`src/rtl/mem_wb_multi.sv`:
```
// MEM->WB stage register with NUM_WB qualified write lanes, optional HI/LO bundle and stall-profiling counters.
// Define MEM_WB_HILO_EN to build the HI/LO registers; otherwise wb_hi/wb_lo/wb_whilo are tied to zero.
module mem_wb_multi #(
    parameter int NUM_WB    = 2,
    parameter int DATA_W    = 32,
    parameter int ADDR_W    = 5,
    parameter int STALL_W   = 6,
    parameter int STAGE_IDX = 4,
    parameter int CNT_W     = 16
) (
    input  logic                       clk,
    input  logic                       rst,
    input  logic [STALL_W-1:0]         stall,
    input  logic                       flush,
    input  logic                       mem_valid,
    input  logic [NUM_WB*ADDR_W-1:0]   mem_wd,
    input  logic [NUM_WB-1:0]          mem_wreg,
    input  logic [NUM_WB*DATA_W-1:0]   mem_wdata,
    input  logic [DATA_W-1:0]          mem_hi,
    input  logic [DATA_W-1:0]          mem_lo,
    input  logic                       mem_whilo,
    output logic                       wb_valid,
    output logic [NUM_WB*ADDR_W-1:0]   wb_wd,
    output logic [NUM_WB-1:0]          wb_wreg,
    output logic [NUM_WB*DATA_W-1:0]   wb_wdata,
    output logic [DATA_W-1:0]          wb_hi,
    output logic [DATA_W-1:0]          wb_lo,
    output logic                       wb_whilo,
    output logic [CNT_W-1:0]           bubble_cnt,
    output logic [CNT_W-1:0]           hold_cnt
);

    localparam logic [CNT_W-1:0] CNT_MAX = '1;
    localparam logic [CNT_W-1:0] CNT_ONE = CNT_W'(1);

    typedef enum logic [1:0] {
        ACT_ADVANCE,
        ACT_BUBBLE,
        ACT_HOLD,
        ACT_CLEAR
    } action_e;

    action_e             action;
    logic [NUM_WB-1:0]   qual_wreg;
    logic                unused_stall;

    // Only this stage's bit and the downstream bit matter here.
    assign unused_stall = ^stall;

    always_comb begin
        if (flush)
            action = ACT_CLEAR;
        else if (!stall[STAGE_IDX])
            action = ACT_ADVANCE;
        else if (stall[STAGE_IDX+1])
            action = ACT_HOLD;
        else
            action = ACT_BUBBLE;
    end

    // Lanes die on an invalid slot, on register 0, or when a higher lane targets the same address.
    // NOTE: combinational blocks use blocking '=' with a default assigned first, so no latch is inferred.
    always_comb begin
        qual_wreg = '0;
        for (int i = 0; i < NUM_WB; i++) begin
            qual_wreg[i] = mem_valid & mem_wreg[i] & (mem_wd[i*ADDR_W +: ADDR_W] != '0);
            for (int j = i + 1; j < NUM_WB; j++) begin
                if (mem_wreg[j] && (mem_wd[j*ADDR_W +: ADDR_W] == mem_wd[i*ADDR_W +: ADDR_W]))
                    qual_wreg[i] = 1'b0;
            end
        end
    end

    // NOTE: sequential state uses non-blocking '<=' so every flop samples pre-edge values.
    always_ff @(posedge clk) begin
        if (rst || action == ACT_CLEAR || action == ACT_BUBBLE) begin
            wb_valid <= 1'b0;
            wb_wd    <= '0;
            wb_wreg  <= '0;
            wb_wdata <= '0;
        end else if (action == ACT_ADVANCE) begin
            wb_valid <= mem_valid;
            wb_wd    <= mem_wd;
            wb_wreg  <= qual_wreg;
            wb_wdata <= mem_wdata;
        end
    end

    // Flush suppresses both counters because it takes priority over the stall decode.
    always_ff @(posedge clk) begin
        if (rst) begin
            bubble_cnt <= '0;
            hold_cnt   <= '0;
        end else if (action == ACT_BUBBLE) begin
            if (bubble_cnt != CNT_MAX)
                bubble_cnt <= bubble_cnt + CNT_ONE;
        end else if (action == ACT_HOLD) begin
            if (hold_cnt != CNT_MAX)
                hold_cnt <= hold_cnt + CNT_ONE;
        end
    end

`ifdef MEM_WB_HILO_EN
    always_ff @(posedge clk) begin
        if (rst || action == ACT_CLEAR || action == ACT_BUBBLE) begin
            wb_hi    <= '0;
            wb_lo    <= '0;
            wb_whilo <= 1'b0;
        end else if (action == ACT_ADVANCE) begin
            wb_hi    <= mem_hi;
            wb_lo    <= mem_lo;
            wb_whilo <= mem_whilo & mem_valid;
        end
    end
`else
    logic unused_hilo;

    assign unused_hilo = ^{mem_hi, mem_lo, mem_whilo};
    assign wb_hi       = '0;
    assign wb_lo       = '0;
    assign wb_whilo    = 1'b0;
`endif

endmodule

```
`config.mk`:
```
export PLATFORM = sky130hd
export DESIGN_NAME = mem_wb_multi
export DESIGN_NICKNAME = d
export VERILOG_FILES = /design/src/rtl/mem_wb_multi.sv
export SDC_FILE = /design/constraint.sdc
export NUM_CORES = 1
export LEC_CHECK = 0
export ABC_AREA = 1
export BUFFER_PORTS_ARGS = -buffer_cell sky130_fd_sc_hd__buf_2
export CORE_AREA = 2 2 127 129
export CTS_BUF_LIST = sky130_fd_sc_hd__clkbuf_4
export CTS_CLUSTER_SIZE = 20
export DETAILED_ROUTE_END_ITERATION = 10
export DIE_AREA = 0 0 129 131
export GPL_TIMING_DRIVEN = 0
export PLACE_DENSITY = 0.72
export SYNTH_ARGS = -nofsm -noshare
export SYNTH_HDL_FRONTEND = slang
export SYNTH_SLANG_ARGS = --single-unit
```
`constraint.sdc`:
```
create_clock -name clk -period 4.33 [get_ports clk]
set_clock_uncertainty 0.1 [all_clocks]
set_input_delay 0.866 -clock clk [delete_from_list [all_inputs] [get_ports clk]]
set_output_delay 0.866 -clock clk [all_outputs]
set_load 0.02 [all_outputs]
```
==> results of run 1 <==
==> worst reg2reg max path, cell delays in order (launching register included) <==
cell,delay [ps]
dfxtp_1,520
ha_1,270
nand2_1,70
nor2_1,200
nand2_2,150
o21ai_4,330
nand2_1,90
a21oi_1,150
==> flip-flops by register name, indices dropped and copies added (netlist names) <==
| signal | cells |
|---|---|
| wb_wdata | 64 |
| wb_wreg | 2 |
| bubble_cnt | 16 |
| wb_wd | 10 |
| wb_valid | 1 |
| hold_cnt | 16 |
==> logic make-up (layout without fill, tap and decap cells) <==
group                    Yosys count  after routing  share of synthesized area
buffers and inverters            128            333                      0.150
AND/OR/NAND/NOR                  355            355                      0.284
flip-flops                       109            109                      0.425
adder cells (fa/ha/maj)            2              2                    0.00487
XOR/XNOR                          13             13                     0.0222
other                              1             68                   0.000730
AO/OA/AOI/OAI                    108            108                      0.114
==> per-layer routing <==
metal | vias to the layer above | GRT usage | wire length [um]
li1 | 2682 | - | -
met1 | 2280 | 0.210 | 6430
met2 | 169 | 0.265 | 6790
met3 | 23 | 0.0460 | 963
met4 | 2 | 0.0639 | 305
met5 | - | 0 | 13
==> stage by stage <==
step / instance area [sq um] / cells / setup WS [ps] / hold slack [ps] / power, mW
after floorplan: 5380 / 780 / 2390 / 436 / 1.26
after global placement: 6600 / 1185 / 1810 / 345 / 1.35
after detailed placement: 6600 / 1185 / 1840 / 350 / 1.35
after CTS: 6760 / 1201 / 2100 / 373 / 1.93
after global routing: 6760 / 1203 / 2050 / 386 / 2.00
final: 6770 / 1204 / 2130 / 372 / 1.91
==> layout by cell type (no fill, tap or decap), drive strengths merged <==
cell type and instances:
buf 273, clkbuf 19, xnor2 4, o21ai 7, dfxtp 109, xor2 9
conb 65, nor2 70, ha 2, diode 3, inv 36, nand4 12
nand3 23, clkinvlp 1, a211oi 9, a21oi 92, nor3b 1, nand2 244
bufinv 1, clkinv 3, nor3 5
==> worst max path at each step <==
stage                           start            to  slack [ps]  depth (start not counted)
final                     hold_cnt[0]   hold_cnt[0]        2130                          1
after global routing      hold_cnt[0]   hold_cnt[0]        2050                          1
after CTS                 hold_cnt[0]   hold_cnt[0]        2100                          1
after detailed placement          rst  wb_wdata[37]        1840                          5
after global placement            rst      wb_wd[8]        1810                          5
after floorplan                   rst  wb_wdata[10]        2390                          6
==> layout make-up <==
| class | instances | area [sq um] | share of cell area |
|---|---|---|---|
| Multi-Input combinational cell | 543 | 2430 | 0.359 |
| Antenna cell | 3 | 7.51 | 0.00111 |
| Timing Repair Buffer | 189 | 946 | 0.140 |
| Inverter | 34 | 128 | 0.0189 |
| Tap cell | 216 | 270 | 0.0399 |
| Buffer | 94 | 644 | 0.0952 |
| Clock buffer | 9 | 67.6 | 0.00999 |
| Sequential cell | 109 | 2180 | 0.323 |
| Clock inverter | 7 | 93.8 | 0.0139 |
==> power by group <==
part           internal, mW  switching (mW)
clock network         0.191           0.383
registers              1.02          0.0108
logic                 0.111           0.187
total                  1.32           0.581
==> results.json, run 1 <==
{
  "ys_seq_elements": 109,
  "ir_drop_mv": 0.178,
  "row_count": 46,
  "outcome": "finished clean",
  "path_cells": "buf_2",
  "area_growth_pct": 31.6,
  "tightest_slew_ps": 576,
  "vias": 5156,
  "fin_tns_setup_ps": 0,
  "fillCellCount": 1661,
  "overflow": 0,
  "cts_buffers": 9,
  "synth_top_area_cell": "dfxtp_1",
  "power.leakage_nw": 3.24,
  "synth_warnings": 0,
  "cts.clk_slew.worst_paths_ps": 190,
  "die_y_um": 131,
  "r2r-start": "hold_cnt[0]",
  "synth_cell_type_count": 26,
  "start_util": 0.330,
  "path_delay_family": "flip-flops",
  "critPathMaxStageDelay_ps": 520,
  "ctsHoldBuffers": 0,
  "power.density_mw_per_mm2": 282,
  "critPathBufInv": 1,
  "drt-initial-drc-count": 202,
  "grt_pass1_vias": 4522,
  "clk_latency_ps": 490,
  "startpoint_type": "flop",
  "synth_most_common_cell": "nand2_1",
  "relSlewSlack": 0.616,
  "htreeDepth": 3,
  "hp-start": "wb_wdata[36]",
  "synth_edf_count": 0,
  "cts_num_sinks": 109,
  "min_to": "wb_wdata[36]",
  "wl_mm": 14.5,
  "crit_fanout": 7,
  "layout-drive-gt1-share": 0.310,
  "crit_type": "flop to primary output",
  "drc": 0,
  "ys_seq_area_frac": 0.425,
  "final_util": 0.434,
  "place.gp.congestion": 0.800,
  "first_pass_iters": 4,
  "yosysTopAreaCellShare": 0.425,
  "core_area_sq_mm": 0.0156,
  "syn_avg_cell_area_sq_um": 7.18,
  "ys_top_cells_by_count": "242 x nand2_1, 109 x dfxtp_1, 92 x a21oi_1, 68 x buf_4, 63 x nor2_1",
  "min_delay_path_depth": 2,
  "setup_viol": 0,
  "die_w_um": 129,
  "grt_usage": 0.165,
  "cts_root_buf": "clkbuf_4",
  "yosys-top-cells-area": "dfxtp_1 42%, nand2_1 18%, buf_4 9.9%, a21oi_1 9.0%, nor2_1 4.6%",
  "cts_tree": "yes",
  "rsz0062_at_grt": "no",
  "min_period_ps": 2200,
  "dieArea_sq_mm": 0.0169,
  "fin_nets": 1133,
  "synthArstFlopShare": 0,
  "crit_path_top_delay_cell": "dfxtp_1",
  "drv_cap": 0,
  "cts_setup_buffers": 0,
  "slew_viol_final": 0,
  "syn_inst": 716,
  "hp-class": "flop to flop",
  "vias_per_cell": 4.28,
  "syn_area_sq_mm": 0.00514,
  "max_freq_mhz": 454,
  "route.detailed.wl_per_inst_um": 12.0,
  "cp.arrival_ps": 1240,
  "synth_ff_type": "dfxtp_1",
  "critPathCaptureType": "primary output",
  "r2r_slack_ps": 2410,
  "grt_first_pass_wirelength_mm": 22.2,
  "grt_max_degree": 21,
  "port_buffers": 189,
  "io_pins": 325,
  "cts_resized": 0,
  "r2r_cells": 7,
  "rr_endpoint": "hold_cnt[2]",
  "post-route-period-util": 0.508,
  "required_ps": 3360,
  "clock_path_buffers": 2,
  "ant_nets": 0,
  "antenna_found_initial": 3,
  "dpl.hpwl_mm": 11.2,
  "finalHoldViolCount": 0
}
Power figures use the tool's default switching activity.
==> run 2: changes to the inputs <==
Settings changed: CORE_AREA 2 2 127 129 to 2 2 125 127, DIE_AREA 0 0 129 131 to 0 0 127 129, PLACE_DENSITY 0.72 to 0.74.
Clock period 4.33 ns to 2.11 ns, I/O delays scaled along.
==> results.json, run 2 (synthesized netlist as in run 1, its figures left out) <==
{
  "place.gp.congestion": 0.833,
  "max_freq_mhz": 529,
  "htreeDepth": 3,
  "port_buffers": 189,
  "outcome": "finished clean",
  "grt_usage": 0.170,
  "cts_setup_buffers": 0,
  "layout-drive-gt1-share": 0.306,
  "relSlewSlack": 0.639,
  "row_count": 45,
  "grt_first_pass_wirelength_mm": 22.5,
  "dieArea_sq_mm": 0.0164,
  "min_period_ps": 1890,
  "critPathCaptureType": "flop",
  "fin_nets": 1146,
  "io_pins": 325,
  "overflow": 0,
  "ant_nets": 0,
  "grt_pass1_vias": 4694,
  "drc": 0,
  "cts_buffers": 9,
  "power.leakage_nw": 3.29,
  "post-route-period-util": 0.896,
  "setup_viol": 0,
  "vias_per_cell": 4.37,
  "cts_tree": "yes",
  "final_util": 0.456,
  "required_ps": 2450,
  "core_area_sq_mm": 0.0150,
  "vias": 5192,
  "crit_type": "flop to flop",
  "grt_max_degree": 22,
  "final_common_cell": "nand2_1",
  "rsz0062_at_grt": "no",
  "fillCellCount": 1556,
  "clock_path_buffers": 2,
  "wl_mm": 14.3,
  "dpl.hpwl_mm": 11.0,
  "die_y_um": 129,
  "final_cell_mix": "242 x nand2_1, 203 x buf_2, 109 x dfxtp_1",
  "hp-class": "input pin to flop",
  "fin_tns_setup_ps": 0,
  "finalHoldViolCount": 0,
  "tightest_slew_ps": 542,
  "die_w_um": 127,
  "drt-initial-drc-count": 192,
  "largestRegisters": "wb_wdata (64), bubble_cnt (16), hold_cnt (16)",
  "antenna_found_initial": 1,
  "cts_root_buf": "clkbuf_4",
  "power.density_mw_per_mm2": 560,
  "top_register": "wb_wdata",
  "start_util": 0.343,
  "clk_latency_ps": 490,
  "cts.clk_slew.worst_paths_ps": 190,
  "crit_fanout": 10,
  "cts_resized": 0,
  "first_pass_iters": 5,
  "cts_num_sinks": 109,
  "cp.arrival_ps": 2230,
  "startpoint_type": "flop",
  "drv_cap": 0,
  "largest_reg_flops": 64,
  "slew_viol_final": 0,
  "route.detailed.wl_per_inst_um": 12.0,
  "ir_drop_mv": 0.359,
  "ctsHoldBuffers": 10,
  "area_growth_pct": 33.0,
  "report.power.total_mw": 3.83
}
run 2: changes by cell type in the layout (fill, tap and decap cells not counted):
| cell | change |
|---|---|
| bufinv_16 | -1 |
| inv_6 | +2 |
| clkinvlp_4 | -1 |
| diode_2 | -2 |
| dlygate4sd3_1 | +13 |
run 2: critical path: stages, from the launching register on:
cell and delay (ps):
dfxtp_1 490, ha_1 250, nand2_1 70, nor2_1 220, nand2_2 150, o21ai_4 320, nand2_1 90, a21oi_1 140
run 2: layout make-up:
cell class	count	area [sq um]	area share
well taps	188	235	0.0344
clock inverters	7	73.8	0.0108
clock buffers	9	67.6	0.00988
inverters	34	128	0.0187
diodes	1	2.50	0.000366
plain buffers	94	644	0.0943
repair buffers	202	1080	0.157
flip-flops and latches	109	2180	0.319
multi-input cells	543	2430	0.355
run 2: metal layers:
metal | track usage | part of all wire | wire [um] | up-vias
li1 | - | - | - | 2711
met1 | 0.206 | 0.42 | 6050 | 2272
met2 | 0.289 | 0.49 | 6970 | 191
met3 | 0.0486 | 0.074 | 1060 | 18
met4 | 0.0569 | 0.015 | 214 | 0
met5 | 0 | 0 | 0 | -
run 2: worst paths after layout:
path              cells past startpoint         start           end  slack, ps
setup / recovery                      7   hold_cnt[0]   hold_cnt[5]        220
hold / removal                        3  mem_wdata[0]   wb_wdata[0]         50
hold reg to reg                       2  wb_wdata[16]  wb_wdata[16]        370
setup reg to reg                      7   hold_cnt[0]   hold_cnt[5]        220
run 2: power breakdown:
part	total [mW]	switching, mW	internal (mW)
clock	1.07	0.793	0.282
combinational	0.630	0.386	0.244
sequential	2.12	0.0219	2.10
run 2: through the flow:
step                instances  hold slack (ps)  instance area (sq um)  setup WS, ps
CTS                      1183            0.406                   6800           228
detailed placement       1157              349                   6560           105
global placement         1157              343                   6560          90.3
global route             1187             3.75                   6840          10.8
floorplan                 780              436                   5380           357
finish                   1187             45.3                   6840           219
